### config.mk
export PLATFORM = sky130hd
export DESIGN_NAME = core_featuremap_conv2d_1_out_sched
export DESIGN_NICKNAME = d
export VERILOG_FILES = /design/src/rtl/core_featuremap_conv2d_1_out_sched.sv
export SDC_FILE = /design/constraint.sdc
export NUM_CORES = 1
export LEC_CHECK = 0
export CORE_MARGIN = 5
export CORE_UTILIZATION = 55
export CTS_CLUSTER_SIZE = 25
export DETAILED_ROUTE_END_ITERATION = 8
export PLACE_DENSITY = 0.76
export SYNTH_ARGS = -nofsm -noshare
export SYNTH_HDL_FRONTEND = slang
export SYNTH_SLANG_ARGS = --single-unit
### constraint.sdc
create_clock -name clock -period 4.1 [get_ports clock]
set_clock_uncertainty 0.05 [all_clocks]
set_input_delay 1.23 -clock clock [delete_from_list [all_inputs] [get_ports clock]]
set_output_delay 1.23 -clock clock [all_outputs]
set_load 0.02 [all_outputs]
### src/rtl/core_featuremap_conv2d_1_out_sched.sv
// Output scheduler for conv2d_1: merges NUM_FILTERS filter-core streams into one output FIFO.
// Optional stall/hold statistics counters are enabled with CONV2D1_OUT_SCHED_STATS_EN.
module core_featuremap_conv2d_1_out_sched #(
  parameter int DWIDTH      = 32,
  parameter int NUM_FILTERS = 4,
  parameter int BUF_DEPTH   = 4,
  parameter int HOLD_MARGIN = 2,
  localparam int GW = (NUM_FILTERS > 1) ? $clog2(NUM_FILTERS) : 1
) (
  input  logic                          clock,
  input  logic                          reset,
  input  logic [NUM_FILTERS*DWIDTH-1:0] f_wdata,
  input  logic [NUM_FILTERS-1:0]        f_wrreq,
  output logic                          core_hold,
  output logic [DWIDTH-1:0]             ff_wdata,
  output logic                          ff_wrreq,
  input  logic                          ff_full,
  output logic [NUM_FILTERS-1:0]        ovf_flag,
  output logic [GW-1:0]                 last_grant
`ifdef CONV2D1_OUT_SCHED_STATS_EN
  ,
  output logic [31:0]                   stall_cnt,
  output logic [31:0]                   hold_cnt
`endif
);

  localparam int PW = $clog2(BUF_DEPTH);
  localparam int CW = PW + 1;
  localparam logic [CW-1:0] FULL_LVL = CW'(BUF_DEPTH);
  localparam logic [CW-1:0] HOLD_LVL = CW'(BUF_DEPTH - HOLD_MARGIN);

  localparam logic [1:0] ST_IDLE    = 2'd0;
  localparam logic [1:0] ST_GRANT   = 2'd1;
  localparam logic [1:0] ST_BLOCKED = 2'd2;

  logic [NUM_FILTERS-1:0]             nonempty;
  logic [NUM_FILTERS-1:0]             hold_req;
  logic [NUM_FILTERS-1:0]             pop_vec;
  logic [NUM_FILTERS-1:0]             ovf_reg;
  logic [NUM_FILTERS-1:0][DWIDTH-1:0] head_data;

  logic [1:0]        arb_state;
  logic              pop_any;
  logic              found;
  logic [GW-1:0]     cand;
  logic [GW-1:0]     grant_idx;
  logic [GW-1:0]     rr_ptr_reg;
  logic              ff_wrreq_reg;
  logic [DWIDTH-1:0] ff_wdata_reg;
  logic [GW-1:0]     last_grant_reg;
  logic              core_hold_reg;

  genvar gi;
  generate
    for (gi = 0; gi < NUM_FILTERS; gi++) begin : g_buf
      logic [DWIDTH-1:0] mem [BUF_DEPTH];
      logic [PW-1:0]     wr_ptr_reg;
      logic [PW-1:0]     rd_ptr_reg;
      logic [CW-1:0]     cnt_reg;
      logic              ovf_bit_reg;
      logic              is_full;
      logic              push_ok;

      // A full buffer still accepts a word when its head leaves in the same cycle.
      assign is_full        = (cnt_reg == FULL_LVL);
      assign push_ok        = f_wrreq[gi] && (!is_full || pop_vec[gi]);
      assign nonempty[gi]   = (cnt_reg != '0);
      assign hold_req[gi]   = (cnt_reg >= HOLD_LVL);
      assign head_data[gi]  = mem[rd_ptr_reg];
      assign ovf_reg[gi]    = ovf_bit_reg;

      always_ff @(posedge clock) begin
        if (push_ok) begin
          mem[wr_ptr_reg] <= f_wdata[gi*DWIDTH +: DWIDTH];
        end
      end

      always_ff @(posedge clock or negedge reset) begin
        if (!reset) begin
          wr_ptr_reg  <= '0;
          rd_ptr_reg  <= '0;
          cnt_reg     <= '0;
          ovf_bit_reg <= 1'b0;
        end else begin
          if (push_ok) begin
            wr_ptr_reg <= wr_ptr_reg + 1'b1;
          end
          if (pop_vec[gi]) begin
            rd_ptr_reg <= rd_ptr_reg + 1'b1;
          end
          if (push_ok && !pop_vec[gi]) begin
            cnt_reg <= cnt_reg + 1'b1;
          end else if (!push_ok && pop_vec[gi]) begin
            cnt_reg <= cnt_reg - 1'b1;
          end
          if (f_wrreq[gi] && !push_ok) begin
            ovf_bit_reg <= 1'b1;
          end
        end
      end
    end
  endgenerate

  // Round-robin search begins one past the last granted filter.
  always_comb begin
    found     = 1'b0;
    cand      = '0;
    grant_idx = '0;
    for (int k = 0; k < NUM_FILTERS; k++) begin
      cand = GW'((int'(rr_ptr_reg) + 1 + k) % NUM_FILTERS);
      if (!found && nonempty[cand]) begin
        found     = 1'b1;
        grant_idx = cand;
      end
    end

    if (!found) begin
      arb_state = ST_IDLE;
    end else if (ff_full) begin
      arb_state = ST_BLOCKED;
    end else begin
      arb_state = ST_GRANT;
    end

    pop_any = (arb_state == ST_GRANT);
    pop_vec = '0;
    if (pop_any) begin
      pop_vec[grant_idx] = 1'b1;
    end
  end

  always_ff @(posedge clock or negedge reset) begin
    if (!reset) begin
      ff_wrreq_reg   <= 1'b0;
      ff_wdata_reg   <= '0;
      last_grant_reg <= '0;
      core_hold_reg  <= 1'b0;
      rr_ptr_reg     <= GW'(NUM_FILTERS - 1);
    end else begin
      ff_wrreq_reg  <= pop_any;
      core_hold_reg <= |hold_req;
      if (pop_any) begin
        ff_wdata_reg   <= head_data[grant_idx];
        last_grant_reg <= grant_idx;
        rr_ptr_reg     <= grant_idx;
      end
    end
  end

  assign ff_wrreq   = ff_wrreq_reg;
  assign ff_wdata   = ff_wdata_reg;
  assign last_grant = last_grant_reg;
  assign core_hold  = core_hold_reg;
  assign ovf_flag   = ovf_reg;

`ifdef CONV2D1_OUT_SCHED_STATS_EN
  logic [31:0] stall_cnt_reg;
  logic [31:0] hold_cnt_reg;

  always_ff @(posedge clock or negedge reset) begin
    if (!reset) begin
      stall_cnt_reg <= '0;
      hold_cnt_reg  <= '0;
    end else begin
      if ((arb_state == ST_BLOCKED) && (stall_cnt_reg != '1)) begin
        stall_cnt_reg <= stall_cnt_reg + 1'b1;
      end
      if (core_hold_reg && (hold_cnt_reg != '1)) begin
        hold_cnt_reg <= hold_cnt_reg + 1'b1;
      end
    end
  end

  assign stall_cnt = stall_cnt_reg;
  assign hold_cnt  = hold_cnt_reg;
`endif

endmodule

# Yosys cells after proc, flatten, opt, wreduce, memory -nomap -nowiden
# Memories as Yosys holds them, arrays and structs flattened.
# Cells that the tools add are included.
# totals
reg_bits,70
mem_bits_rw,512
input_bits,135
output_inout_bits,40
memories,4
# mem_list
name,words,word_bits,rd,rd_ports_with_merged_regs,wr,line,rtl
g_buf[0].mem,4,32,1,0,1,56,logic [DWIDTH-1:0] mem [BUF_DEPTH];
g_buf[1].mem,4,32,1,0,1,56,
g_buf[2].mem,4,32,1,0,1,56,
g_buf[3].mem,4,32,1,0,1,56,
# op_classes
addsub,20
magnitude_cmp,10
eq_ne,5
mux,39
n_reduce_logical,48
# ops
op,n
32-bit binary-select mux with 2-bit select,1
32-bit 2-to-1 mux,1
3-bit 2-to-1 mux,8
1-bit logical AND,20
2-bit by 1-bit adder with 2-bit output (second input constant),9
1-bit 2-to-1 mux,17
1-bit zero test,15
2-bit by 3-bit < comparator with 1-bit output (second input constant),5
3-bit by 1-bit adder with 3-bit output (second input constant),4
3-bit equality test (second input constant),4
3-bit by 2-bit >= comparator with 1-bit output (second input constant),4
2-bit 2-to-1 mux,6
3-bit nonzero test,4
3-bit by 1-bit subtractor with 3-bit output (second input constant),4
1-bit binary-select mux with 2-bit select,4
2-bit nonzero test,4
2-bit adder (second input constant),3
1-bit logical OR,4
4-bit 2-to-1 mux,1
4-bit OR reduction,1
1-bit demux with 2-bit select,1
2-bit by 1-bit equality test with 1-bit output (second input constant),1
2-bit by 1-bit >= comparator with 1-bit output (second input constant),1

# Longest topological paths before layout
# Gate-level depths: netlist of the first run.
# logic_depth
word_depth,24
ltp_mapped,12

# Least setup slack after synthesis of the first run
# OpenSTA, ideal clock, no wires.
# synth_path
path_type,input to register
startpoint,in ff_full
endpoint,mem g_buf[2].mem[0][0] (enable)
setup_ps,392
arrival_time_ps,3036
setup_slack_ps,622
stages,6
path_cell_list,a41o_1 -> inv_2 -> and4_1 -> nand3_2 -> a31oi_4 -> and2_1
# synth_between
elab_chain_len,8
# synth_lines
item,line,rtl
start: declaration,17,"input logic ff_full,"
2-bit 2-to-1 mux,119,end else if (ff_full) begin
2-bit 2-to-1 mux,117,if (!found) begin
2-bit by 1-bit equality test with 1-bit output,125,pop_any = (arb_state == ST_GRANT);
net pop_any,43,logic pop_any;
4-bit 2-to-1 mux,127,if (pop_any) begin
1-bit logical OR,66,assign push_ok = f_wrreq[gi] && (!is_full || pop_vec[gi]);
1-bit logical AND,66,
net g_buf[2].push_ok,62,logic push_ok;
1-bit 2-to-1 mux,73,if (push_ok) begin
1-bit 2-to-1 mux (not written as such),74,mem[wr_ptr_reg] <= f_wdata[gi*DWIDTH +: DWIDTH];
end: declaration,56,
# The timed path passes the listed nets, and every way through them passes these cells.

# Worst setup path after layout of the first run
# layout_path
startpoint,in ff_full
endpoint,reg g_buf[1].cnt_reg[2]
# layout_between
elab_chain_len,9
word_cells_on_any_way,12
# layout_lines
item,line,rtl
2-bit 2-to-1 mux (*),119,
2-bit 2-to-1 mux (*),117,
2-bit by 1-bit equality test with 1-bit output (*),125,
4-bit 2-to-1 mux (*),127,
1-bit logical OR (*),66,
1-bit logical AND (*),66,
net g_buf[1].push_ok,62,
1-bit zero test,93,end else if (!push_ok && pop_vec[gi]) begin
1-bit logical AND,93,
2-bit nonzero test (no source line),-,
end signal: assignment,92,cnt_reg <= cnt_reg + 1'b1;
end signal: assignment,94,cnt_reg <= cnt_reg - 1'b1;
end: declaration,59,logic [CW-1:0] cnt_reg;
# Mark *: on every way through the listed nets, which the timed path passes. The rest lies on a longest branch.
# A chain may end at the register's enable or synchronous reset.

==> results.rst, run 1 <==
.. list-table::
   :header-rows: 1

   * - Metric
     - Value
   * - Share of synthesized area spent on multiplexers
     - 13.16%
   * - Worst relative slew slack
     - 40.09%
   * - Yosys reg bits
     - 582
   * - Achievable clock frequency
     - 295.9 MHz
   * - Share of final-layout standard cells stronger than drive strength 1
     - 20.47%
   * - Final number of max-transition violations
     - 0
   * - # clock sinks
     - 582
   * - Hold buffers post-CTS
     - 0
   * - Largest net degree at the start of global routing
     - 71
   * - Largest area contributor in the netlist
     - sky130_fd_sc_hd__edfxtp_1
   * - Hold path cells
     - 1
   * - Dominant combinational cell family by area after synthesis
     - multiplexers
   * - Post-Synthesis Cells
     - 1147
   * - Share of the synthesized area in the top cell type
     - 67.88%
   * - CP Capture Type
     - register
   * - Drt first pass iters
     - 5
   * - Routed Wire Length
     - 47310 um
   * - First-pass GRT wire length
     - 71930 um
   * - Post-synthesis share of cell area spent on and, or, nand and nor gates
     - 4.104%
   * - Layout-stage area growth over the synthesis result
     - 19.49%
   * - Count of pins on the block boundary
     - 175
   * - Site Rows
     - 74
   * - Finish-stage setup viols
     - 0
   * - Kind of start point of the critical path
     - input port
   * - Average cell area after synthesis
     - 19.75 um^2
   * - Post-layout nets
     - 1513
   * - Setup TNS
     - 0 ns
   * - Count of unresolved DRC violations after routing
     - 0
   * - Most frequent standard cell in the layout excluding fill and tap cells
     - sky130_fd_sc_hd__edfxtp_1
   * - Detailed-route wire length per cell
     - 24.46 um
   * - Status
     - finished, final reports clean
   * - Synthesized netlist net count
     - 1306
   * - Number of cell instances on the worst register-to-register path
     - 11
   * - Clock tree buffer depth
     - 3
   * - Dpl hpwl
     - 30510 um
   * - Chip Height
     - 212.9 um
   * - GR Util All Layers
     - 21.24%
   * - Leakage dissipation
     - 0.009297 uW
   * - RSZ-0062 raised after global routing
     - false
   * - Post-synthesis compound-gate area fraction
     - 3.237%
   * - Floorplan die area
     - 45340 um^2
   * - Sequential area share after synthesis
     - 75.62%
   * - Startpoint of the worst register-to-register path
     - g_buf[0].cnt_reg[2]
   * - Clock-pin slew of the registers on the worst-case setup and hold paths
     - 0.06 ns
   * - TritonCTS clock tree
     - yes
   * - Flip-flop count of the largest register after layout
     - 512
   * - Latest clock arrival within the worst-skew pair
     - 0.61 ns
   * - Minimum setup slack among reg-to-reg paths
     - 0.89 ns
   * - Netlist area before placement
     - 22650 um^2
   * - Buffer count from post-CTS setup fixing
     - 0
   * - Xor/xnor cell area share of the yosys netlist
     - 0.9280%
   * - Actual slew at the worst max-slew pin
     - 0.8987 ns
   * - Via density per instance
     - 5.847
   * - Utilization after layout
     - 66.29%
   * - Worst Path Arrival
     - 3.85 ns
   * - Vias after detailed routing
     - 11310
   * - Launch instance of the worst min-delay path
     - last_grant[1]
   * - Number of unique standard cell types used by synthesis
     - 48
   * - Via count of the first global-routing pass
     - 11890
   * - Peak fanout along the critical path
     - 37
   * - Most used cells in the layout excluding fill and tap cells
     - 512 x sky130_fd_sc_hd__edfxtp_1, 173 x sky130_fd_sc_hd__clkdlybuf4s50_1, 165 x sky130_fd_sc_hd__nand2_1
   * - Maximum vdd ir drop
     - 0.6171 mV
   * - Final Hold Fails
     - 0
   * - Initial detailed-routing violation count
     - 941
   * - Overflow after GRT
     - 0
   * - Post-layout minimum cycle time
     - 3.380 ns
   * - Class of the worst hold path
     - register to register
   * - CTS H-Tree Depth
     - 2
   * - Endpoint of the worst register-to-register path
     - g_buf[3].cnt_reg[2]
   * - Crit Path Category
     - input port to register
   * - IO Port Bufs
     - 174
   * - Remaining antenna violation count
     - 0
   * - Adder-cell area share of the yosys netlist
     - 1.458%
   * - Number of warnings issued by yosys
     - 0
   * - Max capacitance violation total
     - 0
   * - Placeable core region
     - 40830 um^2
   * - Power density cells
     - 766.2 nW/um^2
   * - Number of gates given a new drive strength after cts
     - 0
   * - Hold endpoint
     - last_grant[1]
   * - Clock Tree Root
     - sky130_fd_sc_hd__clkbuf_16
   * - Data required time of the critical path
     - 4.57 ns
   * - Effective utilization at floorplan
     - 55.47%
   * - Inserted Clock Buffers
     - 56
   * - Final period util
     - 82.43%
   * - Initial antenna violation count
     - 4
   * - Final weighted congestion in routability-driven placement
     - 0.8521
   * - Die W
     - 212.9 um
   * - Cell types with the largest area share after synthesis
     - sky130_fd_sc_hd__edfxtp_1 68%, sky130_fd_sc_hd__mux4_2 13%, sky130_fd_sc_hd__dfrtp_1 7.5%
   * - Filler cell count
     - 2558
==> how the worst max path moves through the flow <==
| stage | start | end | slack (ns) |
|---|---|---|---|
| finish | ff_full | g_buf[1].cnt_reg[2] | 0.72 |
| global route | ff_full | g_buf[1].cnt_reg[2] | 0.55 |
| CTS | ff_full | g_buf[1].cnt_reg[2] | 0.74 |
| detailed placement | ff_full | g_buf[1].cnt_reg[2] | 0.13 |
| global placement | ff_full | g_buf[1].cnt_reg[2] | 0.19 |
| floorplan | ff_full | g_buf[2].mem[0][0] | 0.62 |
==> critical path: stages <==
cell and delay (ns):
sky130_fd_sc_hd__clkdlybuf4s50_1 0.41, sky130_fd_sc_hd__a41o_1 0.24, sky130_fd_sc_hd__buf_4 0.27, sky130_fd_sc_hd__a211oi_4 0.40, sky130_fd_sc_hd__o21ai_2 0.15, sky130_fd_sc_hd__inv_1 0.08, sky130_fd_sc_hd__ha_1 0.17, sky130_fd_sc_hd__inv_1 0.06
sky130_fd_sc_hd__fa_1 0.38, sky130_fd_sc_hd__xor2_1 0.17, sky130_fd_sc_hd__nor2_1 0.13, sky130_fd_sc_hd__xor2_1 0.16
==> cells in the mapped netlist (all sizes together) <==
| master | number |
|---|---|
| a31oi | 2 |
| nand2 | 165 |
| edfxtp | 512 |
| and2 | 8 |
| o211ai | 2 |
| or3 | 2 |
| nand3 | 4 |
| ha | 20 |
| a211oi | 3 |
| and3 | 9 |
| mux4 | 128 |
| or2 | 2 |
| nor2b | 1 |
| mux2 | 8 |
| nor3 | 5 |
| clkbuf | 31 |
| o21a | 1 |
| dfstp | 2 |
| a21o | 3 |
| nor2 | 14 |
| xor2 | 10 |
| inv | 20 |
| nor4 | 2 |
| buf | 29 |
| a41o | 5 |
| a21boi | 1 |
| a22oi | 1 |
| a21oi | 33 |
| xnor2 | 14 |
| dfrtp | 68 |
| fa | 4 |
| and4 | 1 |
| a221o | 32 |
| o21ai | 4 |
| nand4 | 1 |
==> kinds of logic (layout without fill, tap and decap cells) <==
family | Yosys count | count (layout)
compound gates | 87 | 87
flops | 582 | 582
mux | 136 | 136
other cells | 0 | 5
fa+ha+maj | 24 | 24
xor+xnor | 24 | 24
buf+inv | 80 | 330
simple gates | 214 | 214
==> per-stage QoR <==
step	hold slack [ns]	area, um^2	setup WS [ns]	total power (uW)	instances
after floorplan	0.3877	22650	0.6219	13270	1147
after global placement	0.4361	25240	0.1938	15650	1828
after detailed placement	0.4253	25240	0.1305	15790	1828
after CTS	0.4398	27050	0.7436	20940	1929
after global routing	0.4605	27060	0.5459	21780	1933
final	0.4382	27070	0.7203	20740	1934
==> where the power goes <==
part	internal (uW)	total [uW]	switching, uW	leakage (uW)
Clock	2990	5110	2120	0.000896
Sequential	7970	9000	1020	0.00551
Combinational	3030	6630	3600	0.00289
Total	14000	20700	6740	0.00930
==> final cells by class <==
type                       instances  area, um^2  area share, %
multi-input combinational        485        5194          19.19
tap                              532       665.6          2.459
sequential                       582       17140          63.32
inverter                          20       75.07         0.2774
clock buffer                      73        1485          5.487
timing repair buffer             209        2165          7.997
clock inverter                    28       331.6          1.225
antenna                            5       12.51        0.04623
==> layer usage <==
metal,wire [um],global-route usage [%],up-vias
met2,23100,33.24,430
met5,0,0,-
met1,19430,30.08,5830
met3,3590,5.128,75
li1,-,-,4974
met4,1185,7.173,0
Note: power is estimated with default switching activity, not from simulation.
==> run 2, diff against run 1 <==
clock period = 3.25 ns   (was 4.1 ns; I/O delays follow)
==> run 2 against run 1 <==
Sequential power increased by 22%. Critical path type is now register to register. Clock power increased by 15%. Final area increased by 0.40%. Via count increased by 1.1%. Die area unchanged. Highest routed layer is now met5. Final cell count increased by 1.0%. Worst hold slack got worse by 0.085 ns. Largest power group unchanged. Global-route usage increased by 0.27 points. Critical endpoint unchanged. Register-to-register slack got worse by 0.65 ns. First-iteration DRC count increased by 33%.
==> results.rst, run 2 (synthesized netlist as in run 1, its figures left out) <==
.. list-table::
   :header-rows: 1

   * - Metric
     - Value
   * - Worst relative slew slack
     - 46.18%
   * - Clock Tree Root
     - sky130_fd_sc_hd__clkbuf_16
   * - Chip Height
     - 212.9 um
   * - Overflow after GRT
     - 0
   * - Achievable clock frequency
     - 331.7 MHz
   * - Final period util
     - 92.77%
   * - Class of the worst hold path
     - input port to asynchronous set/reset pin
   * - Buffer count from post-CTS setup fixing
     - 0
   * - Crit Path Category
     - register to register
   * - Remaining antenna violation count
     - 0
   * - Clock-pin slew of the registers on the worst-case setup and hold paths
     - 0.07 ns
   * - Placeable core region
     - 40830 um^2
   * - Initial antenna violation count
     - 2
   * - Finish-stage setup viols
     - 0
   * - Final Hold Fails
     - 0
   * - Hold buffers post-CTS
     - 0
   * - Floorplan die area
     - 45340 um^2
   * - Minimum setup slack among reg-to-reg paths
     - 0.24 ns
   * - Site Rows
     - 74
   * - Detailed-route wire length per cell
     - 24.46 um
   * - Number of antenna repair diodes
     - 0
   * - Most frequent standard cell in the layout excluding fill and tap cells
     - sky130_fd_sc_hd__edfxtp_1
   * - IO Port Bufs
     - 174
   * - First-pass GRT wire length
     - 72770 um
   * - Utilization after layout
     - 66.55%
   * - GR Util All Layers
     - 21.51%
   * - Data required time of the critical path
     - 3.72 ns
   * - Clock tree buffer depth
     - 3
   * - TritonCTS clock tree
     - yes
   * - Final number of max-transition violations
     - 0
   * - Peak fanout along the critical path
     - 6
   * - Overall power
     - 25940 uW
   * - Die W
     - 212.9 um
   * - Inserted Clock Buffers
     - 54
   * - Via count of the first global-routing pass
     - 12020
   * - Post-route worst hold slack
     - 0.3536 ns
   * - Largest net degree at the start of global routing
     - 66
   * - # clock sinks
     - 582
   * - Leakage dissipation
     - 0.009360 uW
   * - Worst Path Arrival
     - 3.48 ns
   * - Kind of start point of the critical path
     - register
   * - Maximum vdd ir drop
     - 0.6932 mV
   * - RSZ-0062 raised after global routing
     - false
   * - Share of final-layout standard cells stronger than drive strength 1
     - 20.96%
   * - Cell total after placement
     - 1854
   * - Effective utilization at floorplan
     - 55.47%
   * - CP Capture Type
     - register
   * - Post-layout minimum cycle time
     - 3.015 ns
   * - Flip-flop count of the largest register after layout
     - 512
   * - Vias after detailed routing
     - 11430
   * - Latest clock arrival within the worst-skew pair
     - 0.60 ns
   * - Max capacitance violation total
     - 0
   * - Initial detailed-routing violation count
     - 1254
   * - Via density per instance
     - 5.850
   * - CTS H-Tree Depth
     - 2
   * - Count of unresolved DRC violations after routing
     - 0
   * - Count of pins on the block boundary
     - 175
   * - Number of gates given a new drive strength after cts
     - 0
   * - Actual slew at the worst max-slew pin
     - 0.8073 ns
   * - Layout-stage area growth over the synthesis result
     - 19.97%
   * - Final weighted congestion in routability-driven placement
     - 0.8384
   * - Status
     - finished, final reports clean
   * - Post-layout nets
     - 1537
   * - Routed Wire Length
     - 47790 um
   * - Power density cells
     - 954.7 nW/um^2
   * - Setup TNS
     - 0 ns
   * - Non-filler cells in the finished layout
     - 1954
   * - Most used cells in the layout excluding fill and tap cells
     - 512 x sky130_fd_sc_hd__edfxtp_1, 173 x sky130_fd_sc_hd__clkdlybuf4s50_1, 165 x sky130_fd_sc_hd__nand2_1
   * - Drt first pass iters
     - 5
   * - Dpl hpwl
     - 30860 um
==> run 2: cell count changes in the layout (fill, tap and decap cells not counted), sizes merged <==
cell / before / now
buf: 36 / 62
bufinv: 7 / 2
clkbuf: 73 / 71
clkinv: 19 / 24
clkinvlp: 0 / 2
diode: 5 / 0
inv: 22 / 21
==> run 2: routing by layer <==
layer / GRT usage, % / up-vias / wire, um
met5: 0 / - / 21
met1: 29.79 / 5856 / 19100
met4: 6.312 / 4 / 1283
met3: 5.054 / 86 / 3619
met2: 34.92 / 471 / 23760
li1: - / 5014 / -
==> run 2: power breakdown <==
| group | switching, uW | leakage (uW) | total (uW) | internal, uW |
|---|---|---|---|---|
| Clock | 2600 | 0.000797 | 5880 | 3270 |
| Combinational | 4980 | 0.00305 | 9060 | 4080 |
| Sequential | 940 | 0.00552 | 11000 | 10100 |
| Total | 8530 | 0.00936 | 25900 | 17400 |
==> run 2: final cells by class <==
type                       count  area (um^2)
sequential                   582        17130
fill                        2629        13660
multi-input combinational    485         5194
timing repair buffer         235         2460
clock buffer                  71         1436
tap                          532        665.6
clock inverter                29        209.0
inverter                      20        75.07
==> run 2: worst max-delay path, cell delays in order (launching register included) <==
cell                       delay, ns
sky130_fd_sc_hd__dfrtp_1        0.46
sky130_fd_sc_hd__or3_4          0.44
sky130_fd_sc_hd__a211oi_2       0.29
sky130_fd_sc_hd__a21oi_2        0.14
sky130_fd_sc_hd__a211oi_4       0.38
sky130_fd_sc_hd__o21ai_2        0.11
sky130_fd_sc_hd__inv_1          0.06
sky130_fd_sc_hd__ha_1           0.16
sky130_fd_sc_hd__inv_1          0.06
sky130_fd_sc_hd__fa_1           0.38
sky130_fd_sc_hd__xor2_1         0.17
sky130_fd_sc_hd__nor2_1         0.11
sky130_fd_sc_hd__xor2_1         0.15
==> run 2: path summary, 6_finish.rpt <==
check,from,to,cells after the start
setup reg to reg,g_buf[3].cnt_reg[1],g_buf[1].cnt_reg[2],12
hold / removal,reset,g_buf[1].rd_ptr_reg[1],1
min in group clock,g_buf[0].ovf_bit_reg,g_buf[0].ovf_bit_reg,1
setup / recovery,g_buf[3].cnt_reg[1],g_buf[1].cnt_reg[2],12
hold reg to reg,g_buf[0].ovf_bit_reg,g_buf[0].ovf_bit_reg,1
max in group asynchronous,reset,ff_wdata[30],2
==> run 2: through the flow <==
step | area (um^2) | setup slack [ns]
floorplan | 22650 | 0.02691
global placement | 25530 | -0.1645
detailed placement | 25530 | -0.2032
CTS | 27170 | 0.2277
global route | 27170 | 0.01266
finish | 27170 | 0.2351
